$ cat config.mk
export PLATFORM = sky130hd
export DESIGN_NAME = mem_arbiter
export DESIGN_NICKNAME = d
export VERILOG_FILES = /design/src/rtl/mem_arb_pkg.sv /design/src/rtl/mem_arb_lock.sv /design/src/rtl/mem_arbiter.sv
export SDC_FILE = /design/constraint.sdc
export NUM_CORES = 1
export LEC_CHECK = 0
export CAP_MARGIN = 20
export CORE_AREA = 5 5 119 121
export DETAILED_ROUTE_END_ITERATION = 6
export DIE_AREA = 0 0 124 126
export PLACE_DENSITY_LB_ADDON = 0.25
export RECOVER_POWER = 100
export SLEW_MARGIN = 20
export SYNTH_ARGS = -nofsm -noshare
export SYNTH_HDL_FRONTEND = slang
export SYNTH_SLANG_ARGS = --single-unit
export TNS_END_PERCENT = 100
$ cat constraint.sdc
create_clock -name clk -period 3.5 [get_ports clk]
set_input_delay 0.7 -clock clk [delete_from_list [all_inputs] [get_ports clk]]
set_output_delay 0.7 -clock clk [all_outputs]
set_load 0.1 [all_outputs]
$ cat src/rtl/mem_arb_pkg.sv
`default_nettype none
// ============================================================================
// Module   : mem_arb_pkg
// Purpose  : Shared types and constants for the two-requester memory arbiter.
//            req_id_t  - requester index (0 = instruction fetch, 1 = data)
//            mem_req_t - one requester's memory request bundle
// Revision : 1.0 - initial release
// ============================================================================
package mem_arb_pkg;

  // Address bits actually decoded by the 1024-word firmware memory.
  localparam int MEM_ADDR_W = 10;

  typedef logic [0:0] req_id_t;

  typedef struct packed {
    logic [31:0] addr;
    logic        we;
    logic [3:0]  wr_mask;
    logic [31:0] wdata;
    logic        lock;
  } mem_req_t;

endpackage
`default_nettype wire

$ cat src/rtl/mem_arb_lock.sv
`default_nettype none
// ============================================================================
// Module   : mem_arb_lock
// Purpose  : Lock tracker for mem_arbiter. Holds the grant for the lock owner
//            across read-modify-write sequences and forces a release after
//            LOCK_MAX consecutive locked cycles.
// Ports    : clk, reset_i      - clock, synchronous active-low reset
//            xfer             - a transfer is accepted this cycle
//            xfer_id          - requester that owns this cycle's transfer
//            xfer_lock        - lock request attached to the transfer
//            locked           - grant currently held for lock_owner
//            lock_owner       - requester holding (or last holding) the lock
//            timeout_now      - forced release happens at the end of this cycle
//            lock_timeout     - registered one-cycle pulse after forced release
// Revision : 1.0 - initial release
// ============================================================================
module mem_arb_lock
  import mem_arb_pkg::*;
#(
  parameter int LOCK_MAX = 16
) (
  input  logic    clk,
  input  logic    reset_i,
  input  logic    xfer,
  input  req_id_t xfer_id,
  input  logic    xfer_lock,
  output logic    locked,
  output req_id_t lock_owner,
  output logic    timeout_now,
  output logic    lock_timeout
);

  localparam logic [7:0] CNT_LAST = 8'(LOCK_MAX - 1);

  logic [7:0] lock_cnt;
  // Set by a forced release: the previous owner may not re-lock until it has
  // completed an unlocked transfer, so the other requester gets through.
  logic       suppress;

  logic release_xfer;
  logic enter;
  logic owner_unlocked_xfer;

  assign release_xfer        = locked & xfer & ~xfer_lock;
  assign timeout_now         = locked & ~release_xfer & (lock_cnt == CNT_LAST);
  assign owner_unlocked_xfer = xfer & (xfer_id == lock_owner) & ~xfer_lock;
  assign enter               = ~locked & xfer & xfer_lock
                               & ~(suppress & (xfer_id == lock_owner));

  always_ff @(posedge clk) begin
    if (!reset_i) begin
      locked       <= 1'b0;
      lock_owner   <= '0;
      lock_cnt     <= '0;
      suppress     <= 1'b0;
      lock_timeout <= 1'b0;
    end else begin
      lock_timeout <= timeout_now;
      if (timeout_now) begin
        locked   <= 1'b0;
        lock_cnt <= '0;
        suppress <= 1'b1;
      end else begin
        if (release_xfer) begin
          locked   <= 1'b0;
          lock_cnt <= '0;
        end else if (enter) begin
          locked     <= 1'b1;
          lock_owner <= xfer_id;
          lock_cnt   <= '0;
        end else if (locked) begin
          lock_cnt <= lock_cnt + 8'd1;
        end
        // A new lock by anyone, or an unlocked transfer by the old owner,
        // ends the post-timeout suppression.
        if (enter || owner_unlocked_xfer) begin
          suppress <= 1'b0;
        end
      end
    end
  end

endmodule
`default_nettype wire

$ cat src/rtl/mem_arbiter.sv
`default_nettype none
// ============================================================================
// Module   : mem_arbiter
// Purpose  : Round-robin arbiter sharing a single-port 1024x32 memory between
//            the instruction fetch port (m0) and the load/store port (m1).
//            One transfer per clock, response one cycle after acceptance,
//            lock support with forced release after LOCK_MAX locked cycles.
// Ports    : clk, reset_i                - clock, synchronous active-low reset
//            mX_valid_i / mX_ready_o     - request handshake (X = 0,1)
//            mX_addr_i, mX_we_i, mX_wr_mask_i, mX_wdata_i, mX_lock_i
//                                        - request payload
//            mX_resp_o, mX_rdata_o       - registered response
//            mem_addr_o, mem_we_o, mem_wr_mask_o, mem_wdata_o, mem_rdata_i
//                                        - memory port (1-cycle read latency)
//            lock_timeout_o              - pulse after a forced lock release
// Revision : 1.0 - initial release
// ============================================================================
module mem_arbiter
  import mem_arb_pkg::*;
#(
  parameter int LOCK_MAX = 16
) (
  input  logic        clk,
  input  logic        reset_i,
  input  logic        m0_valid_i,
  output logic        m0_ready_o,
  input  logic [31:0] m0_addr_i,
  input  logic        m0_we_i,
  input  logic [3:0]  m0_wr_mask_i,
  input  logic [31:0] m0_wdata_i,
  input  logic        m0_lock_i,
  output logic        m0_resp_o,
  output logic [31:0] m0_rdata_o,
  input  logic        m1_valid_i,
  output logic        m1_ready_o,
  input  logic [31:0] m1_addr_i,
  input  logic        m1_we_i,
  input  logic [3:0]  m1_wr_mask_i,
  input  logic [31:0] m1_wdata_i,
  input  logic        m1_lock_i,
  output logic        m1_resp_o,
  output logic [31:0] m1_rdata_o,
  output logic [31:0] mem_addr_o,
  output logic        mem_we_o,
  output logic [3:0]  mem_wr_mask_o,
  output logic [31:0] mem_wdata_o,
  input  logic [31:0] mem_rdata_i,
  output logic        lock_timeout_o
);

  mem_req_t [1:0] req;
  logic     [1:0] valid;
  req_id_t        sel;
  mem_req_t       sel_req;
  logic           xfer;

  req_id_t        last_grant;
  logic [31:0]    last_addr;
  logic           resp_pending;
  req_id_t        resp_id;
  logic           resp_is_rd;
  logic           resp_live;

  logic           locked;
  req_id_t        lock_owner;
  logic           timeout_now;
  logic           lock_timeout_q;

  assign req[0]   = {m0_addr_i, m0_we_i, m0_wr_mask_i, m0_wdata_i, m0_lock_i};
  assign req[1]   = {m1_addr_i, m1_we_i, m1_wr_mask_i, m1_wdata_i, m1_lock_i};
  assign valid    = {m1_valid_i, m0_valid_i};

  // Grant selection. Holding reset low blocks every transfer so that all
  // outputs sit at their reset values for the whole reset cycle.
  always_comb begin
    sel = '0;
    if (locked) begin
      sel = lock_owner;
    end else if (&valid) begin
      sel = ~last_grant;
    end else if (valid[1]) begin
      sel = 1'b1;
    end
    sel_req = req[sel];
    xfer    = reset_i & valid[sel];
  end

  assign m0_ready_o    = xfer & (sel == 1'b0);
  assign m1_ready_o    = xfer & (sel == 1'b1);

  assign mem_we_o      = xfer & sel_req.we;
  assign mem_wr_mask_o = xfer ? sel_req.wr_mask : 4'h0;
  assign mem_wdata_o   = xfer ? sel_req.wdata   : 32'h0;
  assign mem_addr_o    = !reset_i ? 32'h0 : (xfer ? sel_req.addr : last_addr);

  // A pending response from the cycle before reset is discarded.
  assign resp_live     = reset_i & resp_pending;
  assign m0_resp_o     = resp_live & (resp_id == 1'b0);
  assign m1_resp_o     = resp_live & (resp_id == 1'b1);
  assign m0_rdata_o    = (m0_resp_o & resp_is_rd) ? mem_rdata_i : 32'h0;
  assign m1_rdata_o    = (m1_resp_o & resp_is_rd) ? mem_rdata_i : 32'h0;

  assign lock_timeout_o = reset_i & lock_timeout_q;

  always_ff @(posedge clk) begin
    if (!reset_i) begin
      last_grant   <= 1'b1;
      last_addr    <= '0;
      resp_pending <= 1'b0;
      resp_id      <= '0;
      resp_is_rd   <= 1'b0;
    end else begin
      resp_pending <= xfer;
      if (xfer) begin
        resp_id    <= sel;
        resp_is_rd <= ~sel_req.we;
        last_grant <= sel;
        last_addr  <= sel_req.addr;
      end else if (timeout_now) begin
        // Forced release: mark the owner as most recent so the waiting
        // requester wins the next contention.
        last_grant <= lock_owner;
      end
    end
  end

  mem_arb_lock #(
    .LOCK_MAX (LOCK_MAX)
  ) u_lock (
    .clk          (clk),
    .reset_i      (reset_i),
    .xfer         (xfer),
    .xfer_id      (sel),
    .xfer_lock    (sel_req.lock),
    .locked       (locked),
    .lock_owner   (lock_owner),
    .timeout_now  (timeout_now),
    .lock_timeout (lock_timeout_q)
  );

endmodule
`default_nettype wire

==> impl_metrics.tcl <==
set metrics [dict create \
    status "completed" \
    fp.dieW_um 124 \
    gp_congestion 0.832 \
    post_route_cells_drive_above_1_share_pct 29.4 \
    cp_cell_sequence "clkdlybuf4s50_1 -> o2111a_2 -> buf_2 -> a22o_1 -> buf_6" \
    cts_tree "built" \
    power.leakage_nw 2.87 \
    post_drt_wl_per_cell_um 20.7 \
    startpoint_type "primary input" \
    hold_viol 0 \
    grt_pass1_wl_mm 23.4 \
    p_seq_share_pct 27.0 \
    fmax_mhz 296 \
    first_iter_violations 321 \
    portBuffers 313 \
    p_per_area_mw_per_mm2 348 \
    p_sw_share_pct 43.3 \
    cp_slowest_stage_delay_ps 610 \
    ys_ff_latch 48 \
    worstPathMaxFanout 25 \
    syn-instance-count 322 \
    dieArea_mm2 0.0156 \
    avgSynthCellArea_um2 9.02 \
    placed_cell_area_mm2 0.00764 \
    required_ps 2800 \
    r2r_end "u_lock.lock_cnt[7]" \
    via_per_inst 4.97 \
    p_clk_share_pct 21.2 \
    cp.arrival_ps 2680 \
    firstDrtPassIters 6 \
    ys_types 36 \
    internal_power_mw 1.25 \
    die_h_um 126 \
    power.total_mw 2.21 \
    final_area_mm2 0.00636 \
    skew_ps 8.47 \
    worst_pin_slew_ps 633 \
    dp_hpwl_mm 13.3 \
    worst_setup_path_end_kind "primary output" \
    grt_max_degree 66 \
    clk_pin_slew_worst_paths_ps 60 \
    area_growth_pct 119 \
    cts-root-buf "clkbuf_16" \
    cts.htree.levels 2 \
    synth_fp_nets 499 \
    period_share_pct 96.6 \
    antenna_found_initial 1 \
    num_vias 3951 \
    numCtsBuffers 5 \
    combPwrFrac_pct 51.8 \
    critical-path-slowest-cell "clkdlybuf4s50_1" \
    post_cts_buffers 0 \
    yosys-top-cells-area "dfxtp_1 33%, and3_1 15%, a22o_1 11%, a222oi_1 11%, nor2b_1 6.9%" \
    p_sw_mw 0.958 \
    drv_slew 0 \
    detail-route-antenna-nets 0 \
    rrSetupSlack_ps 1390 \
    synth-warning-count 0 \
    maxCapViolations 0 \
    clk_path_buf_depth 2 \
    grt_pass1_vias 4047 \
    reg2regPathDepth 7 \
    track_usage_pct 19.2 \
    synth_top_area_share_pct 33.1 \
    synth_area_leader_cell "dfxtp_1" \
    nFillCells 1269 \
    num_io_pins 314 \
    rows 42 \
    max-slew-margin-rel_pct 57.8 \
    grt-ovfl-total 0 \
    netlist_area_mm2 0.00290 \
    coreArea_mm2 0.0130 \
    synth-edff-count 0 \
    hold_path_class "reg2reg" \
    seq_area_frac_synth_pct 33.1 \
    dp_cells 786 \
    finalSetupTns_ps 0 \
    ir_drop_v 0.000201 \
    clk_latency_ps 290 \
    final_net_count 794 \
    drcViolationCount 0 \
    final_cells 795 \
    synth_async_sr_flop_share_pct 0 \
    period_needed_ps 3380 \
    rsz0062_at_grt "no" \
    register_area_um2 961 \
    cts_resized 0 \
    ctsHoldBuffers 0 \
    crit_end "mem_we_o" \
    start_util_pct 22.4 \
    routed_wirelength_mm 16.4 \
    setup_viol 0 \
    path_class "in2out" \
    r2r-start "u_lock.lock_owner" \
    clock_sinks 48 \
    multi_input_area_mm2 0.00172 \
    whs_ps 504 \
    startpoint "reset_i" \
    synth_ff_type "dfxtp_1" \
]
==> cells in the mapped netlist, types with 3 or more instances <==
cell type,number
nand4_1,3
buf_4,3
mux2i_1,3
xnor2_1,4
dfxtp_1,48
o21ai_0,3
nor2_1,14
a222oi_1,32
buf_2,12
o211ai_1,3
xor2_1,4
buf_6,8
nand2_1,6
a21oi_1,3
clkbuf_1,17
and3_1,68
nor2b_1,32
a22o_1,37
==> power groups by stage <==
stage	Sequential [mW]	Combinational (mW)	Clock, mW
final	0.597	1.14	0.470
after global placement	0.607	1.30	0
after CTS	0.597	1.32	0.488
after floorplan	0.601	0.744	0
after global routing	0.600	1.19	0.510
after detailed placement	0.609	1.32	0
==> cell families after synthesis <==
kind of cell | count (synthesis) | share of synthesized area (%)
XOR/XNOR | 8 | 2.41
AO/OA/AOI/OAI | 89 | 28.0
AND/OR/NAND/NOR | 131 | 26.5
flip-flops | 48 | 33.1
multiplexers | 3 | 1.03
adder cells (fa/ha/maj) | 1 | 0.431
buffers and inverters | 42 | 8.49
==> stage by stage <==
step           worst slack (ps)  utilization, %
4_1_cts                     155            59.9
5_1_grt                    8.98            49.0
3_3_place_gp                190            58.8
3_5_place_dp                168            58.8
6_report                    117            49.0
2_1_floorplan               126               -
==> area by class of cell <==
class / instances / area share (%)
diodes: 1 / 0.0394
clock buffers: 7 / 2.09
clock inverters: 1 / 0.138
inverters: 2 / 0.138
multi-input cells: 232 / 27.0
flip-flops and latches: 48 / 15.1
well taps: 176 / 3.46
repair buffers: 328 / 52.0
==> state kept, by name, summed over array words and instances, names as in the netlist <==
register and cells:
resp_pending 1, u_lock.locked 1, u_lock.lock_timeout 1, resp_id 1, last_addr 32, u_lock.lock_owner 1, u_lock.lock_cnt 8, last_grant 1
resp_is_rd 1, u_lock.suppress 1
==> worst min path at each step <==
stage / start / cells past startpoint / end
after floorplan: u_lock.suppress / 2 / u_lock.suppress
after global placement: u_lock.suppress / 2 / u_lock.suppress
after detailed placement: u_lock.suppress / 2 / u_lock.suppress
after CTS: u_lock.suppress / 2 / u_lock.suppress
after global routing: resp_id / 1 / resp_id
final: u_lock.suppress / 2 / u_lock.suppress
==> critical path, delay by kind of cell <==
kind	cells	cell delay, ps
buffers and inverters	3	1330
AO/OA/AOI/OAI	2	650
==> placed cells by master (no fill, tap or decap), types with 2 or more instances in the layout <==
cell             netlist  final
clkdlybuf4s50_1        0    174
and3_1                68     67
buf_4                  3     53
dfxtp_1               48     48
buf_6                  8     43
a22o_1                37     37
a222oi_1              32     32
buf_12                 0     23
nor2b_2                0     17
clkbuf_4               0     16
nor2b_1               32     15
nor2_1                14     14
buf_2                 12     10
clkbuf_2               0      8
nand2_1                6      6
clkbuf_16              0      5
o21ai_0                3      4
xnor2_1                4      4
xor2_1                 4      4
mux2i_1                3      3
nand4_1                3      3
a21oi_1                3      3
nand3_1                2      3
o211ai_1               3      3
nand2b_1               2      2
and2_1                 2      2
clkbuf_1              17      2
==> routing by layer <==
layer	vias to the layer above	track usage, %	part of all wire, %
li1	1842	-	-
met1	1867	20.2	36
met2	220	34.7	50
met3	22	8.12	12
met4	0	5.48	2.2
met5	-	0	0
No activity file was read; power rests on OpenSTA's default activity.
